### config.mk
export PLATFORM = sky130hd
export DESIGN_NAME = graphics_processor
export DESIGN_NICKNAME = d
export VERILOG_FILES = /design/src/rtl/graphics_processor.sv
export SDC_FILE = /design/constraint.sdc
export NUM_CORES = 1
export LEC_CHECK = 0
export BUFFER_PORTS_ARGS = -buffer_cell sky130_fd_sc_hd__clkbuf_2
export CAP_MARGIN = 20
export CORE_MARGIN = 3
export CORE_UTILIZATION = 55
export CTS_CLUSTER_SIZE = 14
export DETAILED_ROUTE_END_ITERATION = 10
export PLACE_DENSITY = 0.88
export SLEW_MARGIN = 20
export SYNTH_ARGS = -nofsm -noshare
export SYNTH_HDL_FRONTEND = slang
export SYNTH_SLANG_ARGS = --single-unit
### constraint.sdc
create_clock -name clk -period 7.7 [get_ports clk]
set_clock_uncertainty 0.1 [all_clocks]
set_input_delay 1.925 -clock clk [delete_from_list [all_inputs] [get_ports clk]]
set_output_delay 1.925 -clock clk [all_outputs]
set_load 0.05 [all_outputs]
### src/rtl/graphics_processor.sv
// -----------------------------------------------------------------------------
// graphics_processor
//   Rectangle raster engine. A command (solid fill or background-ROM copy) is
//   accepted from the game controller over the gp_* handshake. The engine then
//   writes one 12-bit pixel per clock into the VRAM write port, scanning the
//   rectangle row by row, left to right.
//
// Ports
//   clk, rst     system clock, synchronous active-high reset
//   gp_en        command request, held high by the master until gp_finish
//   gp_opcode    0 = solid fill with gp_arg, 1 = copy from background ROM
//   gp_tl_x/y    top-left corner (inclusive)
//   gp_br_x/y    bottom-right corner (inclusive, clamped to the screen)
//   gp_arg       fill colour {R,G,B}
//   gp_finish    command complete (done_r & gp_en)
//   vram_we      VRAM write strobe
//   vram_addr    VRAM write address (y*H_RES + x)
//   vram_data    VRAM write data
//   rom_addr     background ROM read address (ROM has 1-cycle read latency)
//   rom_data     background ROM read data
//
// Handshake: the master raises gp_en with a stable command and keeps it high.
// The command is captured on the first edge where gp_en=1 and done_r=0. When
// the rectangle is finished, done_r is set and gp_finish follows gp_en. The
// master then lowers gp_en, which drops gp_finish in the same cycle. On the
// next edge, done_r clears and the engine returns to IDLE, so gp_en may be
// raised again one cycle later.
// -----------------------------------------------------------------------------
module graphics_processor #(
   parameter int H_RES  = 640,
   parameter int V_RES  = 480,
   parameter int ADDR_W = 19
) (
   input  logic              clk,
   input  logic              rst,
   input  logic              gp_en,
   input  logic              gp_opcode,
   input  logic [9:0]        gp_tl_x,
   input  logic [8:0]        gp_tl_y,
   input  logic [9:0]        gp_br_x,
   input  logic [8:0]        gp_br_y,
   input  logic [11:0]       gp_arg,
   output logic              gp_finish,
   output logic              vram_we,
   output logic [ADDR_W-1:0] vram_addr,
   output logic [11:0]       vram_data,
   output logic [ADDR_W-1:0] rom_addr,
   input  logic [11:0]       rom_data
);

   localparam logic [9:0]        X_MAX    = 10'(H_RES - 1);
   localparam logic [8:0]        Y_MAX    = 9'(V_RES - 1);
   localparam logic [ADDR_W-1:0] ROW_STEP = ADDR_W'(H_RES);

   typedef enum logic [2:0] {
      IDLE  = 3'd0,
      FILL  = 3'd1,
      COPY  = 3'd2,
      DRAIN = 3'd3,
      DONE  = 3'd4
   } state_t;

   state_t            state;
   logic              done_r;
   logic              src_rom;   // vram_data comes from the ROM (copy) rather than arg_r
   logic [11:0]       arg_r;
   logic [9:0]        tl_x_r;
   logic [9:0]        bx_r;
   logic [8:0]        by_r;
   logic [9:0]        x_r;
   logic [8:0]        y_r;
   logic [ADDR_W-1:0] row_base;

   logic [9:0]        br_x_c;
   logic [8:0]        br_y_c;
   logic              empty;
   logic [ADDR_W-1:0] start_base;
   logic [ADDR_W-1:0] start_addr;
   logic              end_x;
   logic              last_px;
   logic [9:0]        nx;
   logic [8:0]        ny;
   logic [ADDR_W-1:0] nrow;
   logic [ADDR_W-1:0] next_addr;

   // Command decode at the start edge, plus next-pixel stepping of the scan.
   always_comb begin
      br_x_c     = (gp_br_x > X_MAX) ? X_MAX : gp_br_x;
      br_y_c     = (gp_br_y > Y_MAX) ? Y_MAX : gp_br_y;
      empty      = (gp_tl_x > br_x_c) || (gp_tl_y > br_y_c);
      start_base = ADDR_W'(gp_tl_y) * ROW_STEP;
      start_addr = start_base + ADDR_W'(gp_tl_x);

      end_x      = (x_r == bx_r);
      last_px    = end_x && (y_r == by_r);
      nx         = end_x ? tl_x_r : x_r + 10'd1;
      ny         = end_x ? y_r + 9'd1 : y_r;
      nrow       = end_x ? row_base + ROW_STEP : row_base;
      next_addr  = nrow + ADDR_W'(nx);
   end

   // The ROM data arrives exactly in the cycle its write is presented, so in
   // copy mode the data path bypasses the register.
   assign vram_data = src_rom ? rom_data : arg_r;
   assign gp_finish = done_r & gp_en;

   always_ff @(posedge clk) begin
      if (rst) begin
         state     <= IDLE;
         done_r    <= 1'b0;
         src_rom   <= 1'b0;
         arg_r     <= '0;
         tl_x_r    <= '0;
         bx_r      <= '0;
         by_r      <= '0;
         x_r       <= '0;
         y_r       <= '0;
         row_base  <= '0;
         vram_we   <= 1'b0;
         vram_addr <= '0;
         rom_addr  <= '0;
      end else begin
         case (state)
            IDLE: begin
               vram_we <= 1'b0;
               if (gp_en && !done_r) begin
                  arg_r    <= gp_arg;
                  tl_x_r   <= gp_tl_x;
                  bx_r     <= br_x_c;
                  by_r     <= br_y_c;
                  x_r      <= gp_tl_x;
                  y_r      <= gp_tl_y;
                  row_base <= start_base;
                  src_rom  <= gp_opcode;
                  if (empty) begin
                     state  <= DONE;
                     done_r <= 1'b1;
                  end else if (!gp_opcode) begin
                     // First fill pixel is presented straight from the start edge.
                     state     <= FILL;
                     vram_we   <= 1'b1;
                     vram_addr <= start_addr;
                  end else begin
                     state    <= COPY;
                     rom_addr <= start_addr;
                  end
               end
            end

            FILL: begin
               if (last_px) begin
                  vram_we <= 1'b0;
                  state   <= DONE;
                  done_r  <= 1'b1;
               end else begin
                  x_r       <= nx;
                  y_r       <= ny;
                  row_base  <= nrow;
                  vram_we   <= 1'b1;
                  vram_addr <= next_addr;
               end
            end

            COPY: begin
               // Write the pixel whose ROM read was issued last cycle.
               vram_we   <= 1'b1;
               vram_addr <= rom_addr;
               if (last_px) begin
                  state <= DRAIN;
               end else begin
                  x_r      <= nx;
                  y_r      <= ny;
                  row_base <= nrow;
                  rom_addr <= next_addr;
               end
            end

            DRAIN: begin
               vram_we <= 1'b0;
               state   <= DONE;
               done_r  <= 1'b1;
            end

            DONE: begin
               vram_we <= 1'b0;
               if (!gp_en) begin
                  done_r <= 1'b0;
                  state  <= IDLE;
               end
            end

            default: begin
               vram_we <= 1'b0;
               done_r  <= 1'b0;
               state   <= IDLE;
            end
         endcase
      end
   end

endmodule

==> flow_results.xml <==
<?xml version="1.0" encoding="UTF-8"?>
<metrics>
  <group name="floorplan">
    <metric name="initial_utilization" unit="%">57.2</metric>
    <metric name="die_h" unit="um">121</metric>
    <metric name="die_w" unit="um">121</metric>
    <metric name="floorplan.core_area" unit="um^2">12800</metric>
    <metric name="placement_rows" unit="">41</metric>
    <metric name="ioPinCount" unit="">118</metric>
    <metric name="dieArea" unit="um^2">14800</metric>
  </group>
  <group name="cts">
    <metric name="cts-htree-levels" unit="">4</metric>
    <metric name="cts_setup_buffers" unit="">0</metric>
    <metric name="cts_sinks" unit="">116</metric>
    <metric name="cts_buffers" unit="">17</metric>
    <metric name="tritoncts_clock_tree" unit="">built</metric>
    <metric name="path_clk_slew" unit="ns">0.05</metric>
    <metric name="holdBufCountCts" unit="">0</metric>
    <metric name="cts_root_buffer" unit="">sky130_fd_sc_hd__clkbuf_16</metric>
    <metric name="post_cts_resized" unit="">0</metric>
    <metric name="clk_latency" unit="ns">0.43</metric>
    <metric name="cts.path.max_buffers" unit="">2</metric>
  </group>
  <group name="synth">
    <metric name="synth_most_common_cell" unit="">sky130_fd_sc_hd__nand2_1</metric>
    <metric name="synth-async-reset-ratio" unit="%">0</metric>
    <metric name="synthDistinctLibCells" unit="">63</metric>
    <metric name="synth.cell_area" unit="um^2">7330</metric>
    <metric name="syn_area_per_cell" unit="um^2">7.69</metric>
    <metric name="synth_top_area_share" unit="%">31.7</metric>
    <metric name="synthesis.nets" unit="">1063</metric>
    <metric name="number_of_flops_mapped_to_enable_cells_by_yosys" unit="">0</metric>
    <metric name="synth-seq-area-share" unit="%">31.7</metric>
    <metric name="netlist_top_cells_area" unit="">sky130_fd_sc_hd__dfxtp_1 (32%), sky130_fd_sc_hd__nand2_1 (7.8%), sky130_fd_sc_hd__ha_1 (7.2%), sky130_fd_sc_hd__nor2_1 (6.4%), sky130_fd_sc_hd__a21oi_1 (4.6%)</metric>
    <metric name="postSynthRegisterBits" unit="">116</metric>
    <metric name="dominantRegCellSynth" unit="">sky130_fd_sc_hd__dfxtp_1</metric>
    <metric name="synth_top_area_cell" unit="">sky130_fd_sc_hd__dfxtp_1</metric>
    <metric name="synthesis.instances" unit="">953</metric>
    <metric name="synth.top_cells.by_count" unit="">sky130_fd_sc_hd__nand2_1 (153), sky130_fd_sc_hd__nor2_1 (126), sky130_fd_sc_hd__dfxtp_1 (116), sky130_fd_sc_hd__a21oi_1 (67), sky130_fd_sc_hd__clkbuf_1 (49)</metric>
    <metric name="yosys_warnings" unit="">0</metric>
  </group>
  <group name="grt">
    <metric name="grt_pass1_wl" unit="um">32500</metric>
    <metric name="track_usage" unit="%">27.2</metric>
    <metric name="maximum_number_of_pins_on_one_net_before_global_route_repair" unit="">60</metric>
    <metric name="grt_pass1_vias" unit="">6766</metric>
    <metric name="grt_antenna_before_repair" unit="">0</metric>
    <metric name="grt_remaining_overflow" unit="">0</metric>
  </group>
  <group name="drt">
    <metric name="drt.antenna.violating_nets" unit="">0</metric>
    <metric name="totalWireLength" unit="um">20300</metric>
    <metric name="drt_iter0_markers" unit="">807</metric>
    <metric name="wl_per_cell" unit="um">16.6</metric>
    <metric name="drt_pre_antenna_iters" unit="">5</metric>
    <metric name="routed-via-count" unit="">7454</metric>
    <metric name="routed_via_density" unit="">6.09</metric>
    <metric name="dr_drc_count" unit="">0</metric>
  </group>
  <group name="run">
    <metric name="timing.max_cap.violations" unit="">0</metric>
  </group>
  <group name="outcome">
    <metric name="status" unit="">completed</metric>
  </group>
  <group name="final_layout">
    <metric name="num-fill-cells" unit="">1049</metric>
    <metric name="layout.area.seq" unit="um^2">2320</metric>
    <metric name="combined_area_of_the_multi_input_logic_cells" unit="um^2">4700</metric>
    <metric name="areaGrowthSynthToFinish" unit="%">17.0</metric>
    <metric name="antenna_cells" unit="">0</metric>
    <metric name="drive_above_1_share" unit="%">18.5</metric>
    <metric name="final_nets" unit="">1148</metric>
  </group>
  <group name="timing">
    <metric name="rsz0062_at_grt" unit="">no</metric>
    <metric name="setup_tns" unit="ns">0</metric>
    <metric name="fin_crit_sh" unit="%">67.9</metric>
    <metric name="finalSetupViolCount" unit="">0</metric>
    <metric name="worst-slew-pin-transition" unit="ns">0.832</metric>
    <metric name="drv_slew" unit="">0</metric>
    <metric name="maxSlewHeadroom" unit="%">44.5</metric>
    <metric name="finalWorstPathRequiredPeriod" unit="ns">5.23</metric>
    <metric name="hold-worst-slack" unit="ns">0.351</metric>
    <metric name="final_hold_viol_count" unit="">0</metric>
    <metric name="fmax" unit="MHz">191</metric>
  </group>
  <group name="placement">
    <metric name="detailedPlacementHpwl" unit="um">14200</metric>
    <metric name="port-buffer-count" unit="">117</metric>
    <metric name="gp_congestion" unit="">0.929</metric>
  </group>
  <group name="critical_path">
    <metric name="endpoint_of_the_most_critical_register_to_register_path" unit="">rom_addr[16]</metric>
    <metric name="cp_data_arrival_time" unit="ns">5.43</metric>
    <metric name="r2r.worst_path.cells" unit="">14</metric>
    <metric name="start_kind" unit="">primary input</metric>
    <metric name="cp_data_required_time" unit="ns">7.90</metric>
    <metric name="setup.worst_path.start" unit="">gp_br_y[7]</metric>
    <metric name="worstSetupPathType" unit="">primary input to flip-flop</metric>
    <metric name="critical_path_maximum_fanout" unit="">24</metric>
    <metric name="kind_of_end_point_of_the_critical_path" unit="">flip-flop</metric>
    <metric name="r2r-start" unit="">x_r[4]</metric>
    <metric name="regToRegSetupSlack" unit="ns">3.05</metric>
  </group>
  <group name="power_and_ir_drop">
    <metric name="cell_pwr_density" unit="nW/um^2">444</metric>
    <metric name="peak_vdd_ir" unit="mV">0.220</metric>
    <metric name="static-leakage-power" unit="uW">0.00358</metric>
  </group>
  <group name="worst_hold_path">
    <metric name="path_category_of_the_worst_min_delay_check" unit="">flip-flop to flip-flop</metric>
    <metric name="whs_endpoint" unit="">arg_r[2]</metric>
    <metric name="min_path_cells" unit="">2</metric>
    <metric name="holdCritStartpoint" unit="">arg_r[2]</metric>
  </group>
</metrics>
worst max path at each step:
stage / to
after floorplan: vram_addr[0]
after global placement: vram_addr[16]
after detailed placement: vram_addr[16]
after CTS: vram_addr[16]
after global routing: vram_addr[16]
final: vram_addr[16]
logic make-up (layout without fill, tap and decap cells):
family	Yosys count	count (layout)	share of synthesized area, %
xor+xnor	57	57	6.91
mux	26	26	3.79
compound gates	250	250	22.8
fa+ha+maj	44	44	7.71
flops	116	116	31.7
buf+inv	86	184	4.73
simple gates	374	374	22.4
power breakdown:
part | switching (uW) | internal, uW
clock network | 287 | 506
registers | 221 | 819
logic | 1330 | 642
total | 1840 | 1970
metal layers:
layer	track usage [%]	up-vias	share of wire, %
li1	-	3575	-
met1	36.9	3476	43
met2	42.4	352	46
met3	5.55	51	8.5
met4	10.7	0	2.7
met5	0	-	0
critical path, cell delays in order:
cell,delay [ns]
sky130_fd_sc_hd__clkbuf_2,0.10
sky130_fd_sc_hd__inv_1,0.05
sky130_fd_sc_hd__nor3_1,0.40
sky130_fd_sc_hd__nor2_1,0.12
sky130_fd_sc_hd__ha_1,0.20
sky130_fd_sc_hd__or4_1,0.48
sky130_fd_sc_hd__a221oi_1,0.23
sky130_fd_sc_hd__o21ai_1,0.19
sky130_fd_sc_hd__a211oi_1,0.34
sky130_fd_sc_hd__a2bb2oi_2,0.58
sky130_fd_sc_hd__buf_4,0.38
sky130_fd_sc_hd__nor4bb_1,0.33
sky130_fd_sc_hd__a211oi_1,0.08
area by class of cell:
class                           count  share of cell area (%)
Multi-Input combinational cell    751                    54.8
Sequential cell                   116                    27.1
Tap cell                          172                    2.51
Timing Repair Buffer              126                    7.64
Inverter                           26                    1.14
Clock buffer                       22                    5.64
Clock inverter                     10                    1.21
placed cells by master, fill, tap and decap left out, types with 12 or more instances in the layout:
cell	count
sky130_fd_sc_hd__a211oi_1	37
sky130_fd_sc_hd__a21oi_1	66
sky130_fd_sc_hd__a221oi_1	13
sky130_fd_sc_hd__a22oi_1	13
sky130_fd_sc_hd__a311oi_1	17
sky130_fd_sc_hd__clkbuf_16	17
sky130_fd_sc_hd__clkbuf_2	116
sky130_fd_sc_hd__dfxtp_1	116
sky130_fd_sc_hd__ha_1	42
sky130_fd_sc_hd__inv_1	26
sky130_fd_sc_hd__mux2_2	14
sky130_fd_sc_hd__mux2i_1	12
sky130_fd_sc_hd__nand2_1	152
sky130_fd_sc_hd__nand3_1	20
sky130_fd_sc_hd__nor2_1	124
sky130_fd_sc_hd__nor3_1	12
sky130_fd_sc_hd__o21ai_0	48
sky130_fd_sc_hd__xnor2_1	35
sky130_fd_sc_hd__xor2_1	21
flip-flops by register name (all words and copies together), names as in the netlist:
name,flops
done_r,1
rom_addr,19
vram_addr,19
tl_x_r,10
y_r,9
bx_r,10
state,3
by_r,9
arg_r,12
row_base,12
src_rom,1
x_r,10
vram_we,1
metrics by stage:
stage | std cells | power (uW) | setup slack, ns | instance area [um^2] | util [%]
after floorplan | 953 | 2530 | 3.09 | 7330 | -
after global placement | 1191 | 2930 | 2.26 | 7990 | 62.3
after detailed placement | 1191 | 2980 | 2.08 | 7990 | 62.3
after CTS | 1223 | 3780 | 2.51 | 8580 | 66.9
after global routing | 1223 | 4040 | 2.25 | 8580 | 66.9
final | 1223 | 3810 | 2.47 | 8580 | 66.9
No activity file was read; power rests on OpenSTA's default activity.
